--- config.mk ---
export PLATFORM = sky130hd
export DESIGN_NAME = imem_loader
export DESIGN_NICKNAME = d
export VERILOG_FILES = /design/src/rtl/imem_loader_pkg.sv /design/src/rtl/imem_loader_byte_packer.sv /design/src/rtl/imem_loader.sv
export SDC_FILE = /design/constraint.sdc
export NUM_CORES = 1
export LEC_CHECK = 0
export CAP_MARGIN = 20
export CELL_PAD_IN_SITES_DETAIL_PLACEMENT = 0
export CELL_PAD_IN_SITES_GLOBAL_PLACEMENT = 2
export CORE_UTILIZATION = 38
export DETAILED_ROUTE_END_ITERATION = 10
export GPL_ROUTABILITY_DRIVEN = 0
export HOLD_SLACK_MARGIN = 0.03
export PLACE_DENSITY = 0.86
export SLEW_MARGIN = 20
export SYNTH_ARGS = -nofsm -noshare
export SYNTH_HDL_FRONTEND = slang
export SYNTH_SLANG_ARGS = --single-unit
--- constraint.sdc ---
create_clock -name clk -period 10.7 [get_ports clk]
set_input_delay 1.605 -clock clk [delete_from_list [all_inputs] [get_ports clk]]
set_output_delay 1.605 -clock clk [all_outputs]
set_load 0.02 [all_outputs]
--- src/rtl/imem_loader_pkg.sv ---
// Shared definitions for the boot-time instruction-memory loader.
package imem_loader_pkg;

  typedef enum logic [2:0] {
    S_IDLE,
    S_LEN_HI,
    S_LEN_LO,
    S_DATA,
    S_CHK,
    S_DONE,
    S_ERR
  } state_t;

  localparam int BYTES_PER_WORD = 4;
  localparam int LEN_BYTES      = 2;
  localparam int LEN_W          = 8 * LEN_BYTES;

endpackage

--- src/rtl/imem_loader_byte_packer.sv ---
// Big-endian byte-to-word packer: three bytes are held, and the fourth completes the word.
module byte_packer
  import imem_loader_pkg::*;
(
  input  logic        clk,
  input  logic        rst,
  input  logic        clear,
  input  logic        shift_en,
  input  logic [7:0]  byte_in,
  output logic [31:0] word,
  output logic        word_done
);

  logic [23:0] shreg;
  logic [1:0]  cnt;

  // The word is presented combinationally so the caller can register it on the 4th byte's edge.
  assign word      = {shreg, byte_in};
  assign word_done = shift_en && (cnt == 2'(BYTES_PER_WORD - 1));

  always_ff @(posedge clk or posedge rst) begin
    if (rst) begin
      shreg <= '0;
      cnt   <= '0;
    end else if (clear) begin
      shreg <= '0;
      cnt   <= '0;
    end else if (shift_en) begin
      // NOTE: non-blocking, so both registers see the values they had before this edge.
      shreg <= {shreg[15:0], byte_in};
      cnt   <= cnt + 2'd1;
    end
  end

endmodule

--- src/rtl/imem_loader.sv ---
// Loads a length-prefixed byte stream into instruction memory while holding the CPU.
// Optional trailing XOR checksum byte is enabled by defining IMEM_LOADER_CHECKSUM_EN.
module imem_loader
  import imem_loader_pkg::*;
#(
  parameter int ADDR_W = 8
) (
  input  logic              clk,
  input  logic              rst,
  input  logic              start,
  input  logic              s_valid,
  input  logic [7:0]        s_data,
  output logic              s_ready,
  output logic              wr_en,
  output logic [ADDR_W-1:0] wr_addr,
  output logic [31:0]       wr_data,
  output logic              cpu_hold,
  output logic              done,
  output logic              err
);

  localparam int unsigned DEPTH = 32'd1 << ADDR_W;

  state_t           state, state_nxt;
  logic [7:0]       len_hi;
  logic [LEN_W-1:0] len, n_words, word_cnt;
  logic             xfer, shift_en, word_done, last_word;
  logic [31:0]      word;

  // A byte presented alongside start is dropped: start wins over everything.
  assign xfer      = s_valid && s_ready && !start;
  assign len       = {len_hi, s_data};
  assign shift_en  = xfer && (state == S_DATA);
  assign last_word = word_done && (word_cnt == n_words - LEN_W'(1));

  byte_packer u_packer (
    .clk       (clk),
    .rst       (rst),
    .clear     (start),
    .shift_en  (shift_en),
    .byte_in   (s_data),
    .word      (word),
    .word_done (word_done)
  );

`ifdef IMEM_LOADER_CHECKSUM_EN
  localparam state_t END_STATE = S_CHK;
  logic [7:0] csum;

  always_ff @(posedge clk or posedge rst) begin
    if (rst)           csum <= '0;
    else if (start)    csum <= '0;
    else if (shift_en) csum <= csum ^ s_data;
  end
`else
  localparam state_t END_STATE = S_DONE;
`endif

  always_ff @(posedge clk or posedge rst) begin
    if (rst) state <= S_IDLE;
    else     state <= state_nxt;
  end

  always_comb begin
    // NOTE: default first, so a path that assigns nothing holds state instead of inferring a latch.
    state_nxt = state;
    if (start) begin
      state_nxt = S_LEN_HI;
    end else if (xfer) begin
      case (state)
        S_LEN_HI: state_nxt = S_LEN_LO;
        S_LEN_LO: begin
          if (32'(len) > DEPTH)  state_nxt = S_ERR;
          else if (len == '0)    state_nxt = END_STATE;
          else                   state_nxt = S_DATA;
        end
        S_DATA:   if (last_word) state_nxt = END_STATE;
`ifdef IMEM_LOADER_CHECKSUM_EN
        S_CHK:    state_nxt = (s_data == csum) ? S_DONE : S_ERR;
`endif
        default:  state_nxt = state;
      endcase
    end
  end

  always_comb begin
    s_ready  = 1'b0;
    cpu_hold = 1'b1;
    done     = 1'b0;
    err      = 1'b0;
    case (state)
      S_LEN_HI, S_LEN_LO, S_DATA, S_CHK: s_ready = 1'b1;
      S_DONE: begin
        cpu_hold = 1'b0;
        done     = 1'b1;
      end
      S_ERR:   err = 1'b1;
      default: ;
    endcase
  end

  // The word counter doubles as the write address; it never exceeds DEPTH-1 while writing.
  always_ff @(posedge clk or posedge rst) begin
    if (rst) begin
      len_hi   <= '0;
      n_words  <= '0;
      word_cnt <= '0;
      wr_en    <= 1'b0;
      wr_addr  <= '0;
      wr_data  <= '0;
    end else begin
      wr_en <= 1'b0;
      if (start) begin
        len_hi   <= '0;
        n_words  <= '0;
        word_cnt <= '0;
        wr_addr  <= '0;
        wr_data  <= '0;
      end else begin
        if (xfer && state == S_LEN_HI) len_hi  <= s_data;
        if (xfer && state == S_LEN_LO) n_words <= len;
        if (word_done) begin
          wr_en    <= 1'b1;
          wr_addr  <= ADDR_W'(word_cnt);
          wr_data  <= word;
          word_cnt <= word_cnt + LEN_W'(1);
        end
      end
    end
  end

endmodule

* Word level (Yosys, flattened, before mapping)
Cells that the tools add are included.
** Storage, ports and cells
- Word-level logic and storage cells :: 65
- Bits in registers :: 110
- Input bits :: 12
- Output and inout port bits :: 45
** Cells by class
- Equal/unequal tests :: 9
- Multiplexer cells :: 26
- $add $sub $neg :: 3
- Reductions and logical operators :: 17
- Order comparisons :: 1
** Operators with widths (count)
- 16-bit 2-to-1 mux :: 4
- 32-bit 2-to-1 mux :: 2
- 24-bit 2-to-1 mux :: 2
- 8-bit 2-to-1 mux :: 4
- 16-bit by 1-bit adder with 16-bit output (second input constant) :: 1
- 16-bit == test :: 1
- 16-bit by 9-bit > comparator with 1-bit output (second input constant) :: 1
- 16-bit zero test :: 1
- 16-bit by 1-bit subtractor with 16-bit output (second input constant) :: 1
- 3-bit 2-to-1 mux :: 5
- 2-bit nonzero test :: 5
- 3-bit == test (second input constant) :: 3
- 3-bit case mux with 3 select lines :: 1
- 1-bit logical AND :: 7
- 3-bit by 2-bit == test with 1-bit output (second input constant) :: 2
- 1-bit 2-to-1 mux :: 6
- 2-bit 2-to-1 mux :: 2
- 4-bit nonzero test :: 1
- 4-bit OR reduction :: 1
- 3-bit by 1-bit == test with 1-bit output (second input constant) :: 1
- 3-bit != test (second input constant) :: 1
- 3-bit AND reduction :: 1
- 2-bit by 1-bit adder with 2-bit output (second input constant) :: 1
- 2-bit == test (second input constant) :: 1
- 1-bit zero test :: 1

* Logic depth before layout (Yosys ltp)
- Depth in word-level cells :: 12
- Mapped depth :: 11
- Mapped depth without buffers :: 9

* Cells and area by module
From an unflattened synthesis, not the netlist that was laid out.
** Unflattened totals
- Cells, all modules :: 530
- Area, all modules :: 5407.7 µm²
** By module, submodules not included
- imem_loader :: cells each 435, area each 4249.1 µm², instances 1, sequential area each 2102.0 µm²
- byte_packer :: cells each 95, area each 1158.6 µm², instances 1, sequential area each 650.6 µm²

* Least setup slack after synthesis
Ideal clock, no wire load.
- Path kind :: input -> register
- Start :: input port s_valid
- End :: register state[2]
- Path slack :: 7462 ps
- Path buffers :: 1
- Stages :: 10
- Required time :: 10634 ps
- Library setup time :: 66 ps
- Data arrival time :: 3172 ps
- Cells stage by stage :: nor2b_1 and3_1 buf_2 nand3b_2 inv_8 nand3_1 a2111oi_2 nand4_1 nor3_2 o31a_1
** On the way
- Word-level cells in the longest chain between the ends :: 7
- Elaborated cells on any way between the ends :: 8
- Classes of those cells :: eq/ne: 1; reduce/logical: 7
** Ends and longest elaborated chain
- start: declaration :: line imem_loader.sv:11 : input logic s_valid,
- 1-bit logical AND (*) (2 in a row) :: line imem_loader.sv:31 : assign xfer = s_valid && s_ready && !start;
- 1-bit logical AND :: line imem_loader.sv:33 : assign shift_en = xfer && (state == S_DATA);
- 1-bit logical AND :: line imem_loader_byte_packer.sv:19 : assign word_done = shift_en && (cnt == 2'(BYTES_PER_WORD - 1));
- 1-bit logical AND :: line imem_loader.sv:34 : assign last_word = word_done && (word_cnt == n_words - LEN_W'(1));
- 3-bit != test (no source line)
- 3-bit AND reduction (no source line) (*)
- end signal: assignment :: line imem_loader.sv:61 : else state <= state_nxt;
- end: declaration :: line imem_loader.sv:24 : state_t state, state_nxt;
Mark *: on every way between the ends. The rest lies on a longest branch, timed or not.
A chain may end at the register's enable or synchronous reset.

* Final worst setup path
Ends and elaborated chain as after synthesis.

==> results.sh <==
export IMPL_status="complete, no violations"
export IMPL_cts_hold_buf=0
export IMPL_yosysWarnings=0
export IMPL_dpl_hpwl_um=7930
export IMPL_numClockSinks=110
export IMPL_grt_overflow=0
export IMPL_multi_input_area_um2=2320
export IMPL_cts_max_level=3
export IMPL_final_setup_tns_ns=0
export IMPL_initial_utilization=0.394
export IMPL_postCtsSetupRepairBufs=0
export IMPL_cp_arrival_ns=4.82
export IMPL_drt_initial_drc_count=320
export IMPL_drive_gt1_frac=0.0633
export IMPL_rrSetupSlack_ns=7.43
export IMPL_clkTransAtPathRegs_ns=0.07
export IMPL_die_x_um=120
export IMPL_coreArea_um2=13300
export IMPL_seq_area_frac_synth=0.523
export IMPL_drv_slew=0
export IMPL_wire_per_inst_um=15.3
export IMPL_worstRegToRegCells=10
export IMPL_synthTopCellsByCount="145 x nand2_1, 110 x dfrtp_1, 55 x a21oi_1, 37 x nor2_1, 32 x o21ai_1"
export IMPL_synth_area_um2=5260
export IMPL_first_pass_iters=5
export IMPL_die_area_um2=14300
export IMPL_post_cts_resized=0
export IMPL_area_growth_syn_to_layout_pct=18.9
export IMPL_cts_buffers=9
export IMPL_fill_cells=1295
export IMPL_ys_flop_type="dfrtp_1"
export IMPL_power_density_nw_per_um2=137
export IMPL_synthTopCellsByArea="dfrtp_1 52%, nand2_1 10%, a21oi_1 5.2%, nand2b_1 3.6%, xnor2_1 3.2%"
export IMPL_die_y_um=120
export IMPL_max_stage_delay_ns=0.57
export IMPL_finish_utilization=0.469
export IMPL_relSlewSlack=0.300
export IMPL_root_buffer="clkbuf_16"
export IMPL_synthArstFlopShare=1.00
export IMPL_cp_end_kind="register"
export IMPL_finalCriticalPeriod_ns=4.52
export IMPL_fin_hold_ws_ns=0.495
export IMPL_ys_types=54
export IMPL_core_rowCount=42
export IMPL_synth_edff_count=0
export IMPL_dp_cells=776
export IMPL_path_class="in -> reg"
export IMPL_grt_pass1_vias=3875
export IMPL_avgSynthCellArea_um2=9.18
export IMPL_yosysMostFrequentCell="nand2_1"
export IMPL_path_cells="clkdlybuf4s50_1 -> nor2b_1 -> and3_1 -> buf_4 -> nand3b_2 -> inv_8 -> nand3_1 -> a2111oi_2 -> nand4_1 -> nor3_2 -> o31a_1"
export IMPL_netlist_instances=573
export IMPL_vias_per_cell=5.07
export IMPL_grt_max_degree=111
export IMPL_io_buffers=56
export IMPL_grt_usage=0.182
export IMPL_cts_max_path_buffers=2
export IMPL_startpoint="s_valid"
export IMPL_final_period_utilization=0.423
export IMPL_grt_setup_unrepaired="false"
export IMPL_ir_worst_vdd_mv=0.0736
export IMPL_ff_latch_area_um2=2750
export IMPL_syn_nets=588
export IMPL_grt_first_pass_wirelength_um=20500
export IMPL_vias=4018
export IMPL_r2r_start="state[2]"
export IMPL_reg2reg_to="state[2]"
export IMPL_antenna_found_initial=0
export IMPL_cp_start_kind="primary input"
export IMPL_cap_violations=0
export IMPL_post_route_drc_count=0
export IMPL_io_pins=57
export IMPL_fin_cells=792
export IMPL_p_leak_nw=2.59
export IMPL_n_antenna_cell=0
export IMPL_insertion_delay_ns=0.35
export IMPL_cp_required_ns=11.00
export IMPL_setup_viol=0
export IMPL_yosys_area_top_type="dfrtp_1"
export IMPL_cts_tree="built"
export IMPL_clock_skew_ns=0.00900
export IMPL_fmax_mhz=221
export IMPL_antenna_left=0
export IMPL_worstMarginPinSlew_ns=1.05
export IMPL_finalPower_mw=0.854
export IMPL_synth_seq_cells=110
export IMPL_hold_violations=0
export IMPL_wirelength_um=12100
export IMPL_hold_depth=2
export IMPL_cpMaxStageDelayCell="nand3b_2"
export IMPL_nets=626
export IMPL_cp_max_fo=62
export IMPL_synth_top_area_frac=0.523
export IMPL_hp_class="reg -> reg"
export IMPL_cp_endpoint="state[2]"
[report_power, final]
| group | switching (mW) | leakage, nW | internal, mW |
|---|---|---|---|
| Combinational | 0.0449 | 0.910 | 0.0270 |
| Sequential | 0.00898 | 1.53 | 0.422 |
| Clock | 0.155 | 0.154 | 0.196 |
[per-layer routing]
layer	track usage	share of wire	vias up
met4	0.0820	0.022	0
met1	0.280	0.50	1903
met3	0.0247	0.047	16
li1	-	-	1991
met2	0.253	0.43	108
met5	0	0	-
[final cells by class]
cell class,instances,share of cell area
Sequential cell,110,0.440
Multi-Input combinational cell,422,0.371
Timing Repair Buffer,61,0.0948
Clock buffer,11,0.0404
Tap cell,176,0.0352
Clock inverter,5,0.0100
Inverter,7,0.00800
[state kept, by name, summed over array words and instances, names as in the netlist]
name	flops
u_packer.shreg	24
n_words	16
wr_en	1
u_packer.cnt	2
word_cnt	16
wr_data	32
wr_addr	8
len_hi	8
state	3
[kinds of logic (layout without fill, tap and decap cells)]
group                    count (synthesis)  after routing  synth area share
XOR/XNOR                                36             36            0.0600
adder cells (fa/ha/maj)                  3              3           0.00714
buffers and inverters                   41             84            0.0357
AO/OA/AOI/OAI                          113            113             0.128
AND/OR/NAND/NOR                        262            262             0.231
multiplexers                             8              8            0.0152
flip-flops                             110            110             0.523
[worst min path at each step]
stage                                   from          end  slack [ns]
after detailed placement  u_packer.shreg[17]  wr_data[25]        0.48
after floorplan           u_packer.shreg[16]  wr_data[24]        0.46
after CTS                 u_packer.shreg[17]  wr_data[25]        0.50
after global placement    u_packer.shreg[22]  wr_data[30]        0.48
after global routing      u_packer.shreg[22]  wr_data[30]        0.52
final                     u_packer.shreg[18]  wr_data[26]        0.50
[metrics by stage]
stage	area, µm²	setup slack (ns)
final	6250	6.18
after global routing	6250	5.87
after CTS	6250	6.13
after detailed placement	5940	5.77
after global placement	5940	5.87
after floorplan	5260	6.19
[cells in the final DEF, fill, tap and decap left out, types with 3 or more instances in the layout]
cell type	Yosys	final
dfrtp_1	110	110
buf_4	0	5
xor2_1	17	17
nand3_1	11	11
nor2_1	37	37
nor3_1	6	6
o31ai_1	3	3
o21ai_1	32	32
mux2i_1	8	8
clkbuf_16	0	9
a21oi_1	55	55
inv_1	5	4
or4_1	3	3
clkdlybuf4s50_1	0	55
o21ai_0	5	5
nand4_1	5	5
and3_1	3	3
ha_1	3	3
nand2b_1	30	30
nand2_1	145	145
nor4_1	5	5
or3_1	3	3
xnor2_1	19	19
[critical path, delay by kind of cell]
kind / cells / cell delay, ns
buffers and inverters: 3 / 1.29
and+or+nand+nor: 6 / 1.46
AOI/OAI and AO/OA: 2 / 0.45
Note: power is estimated with default switching activity, not from simulation.
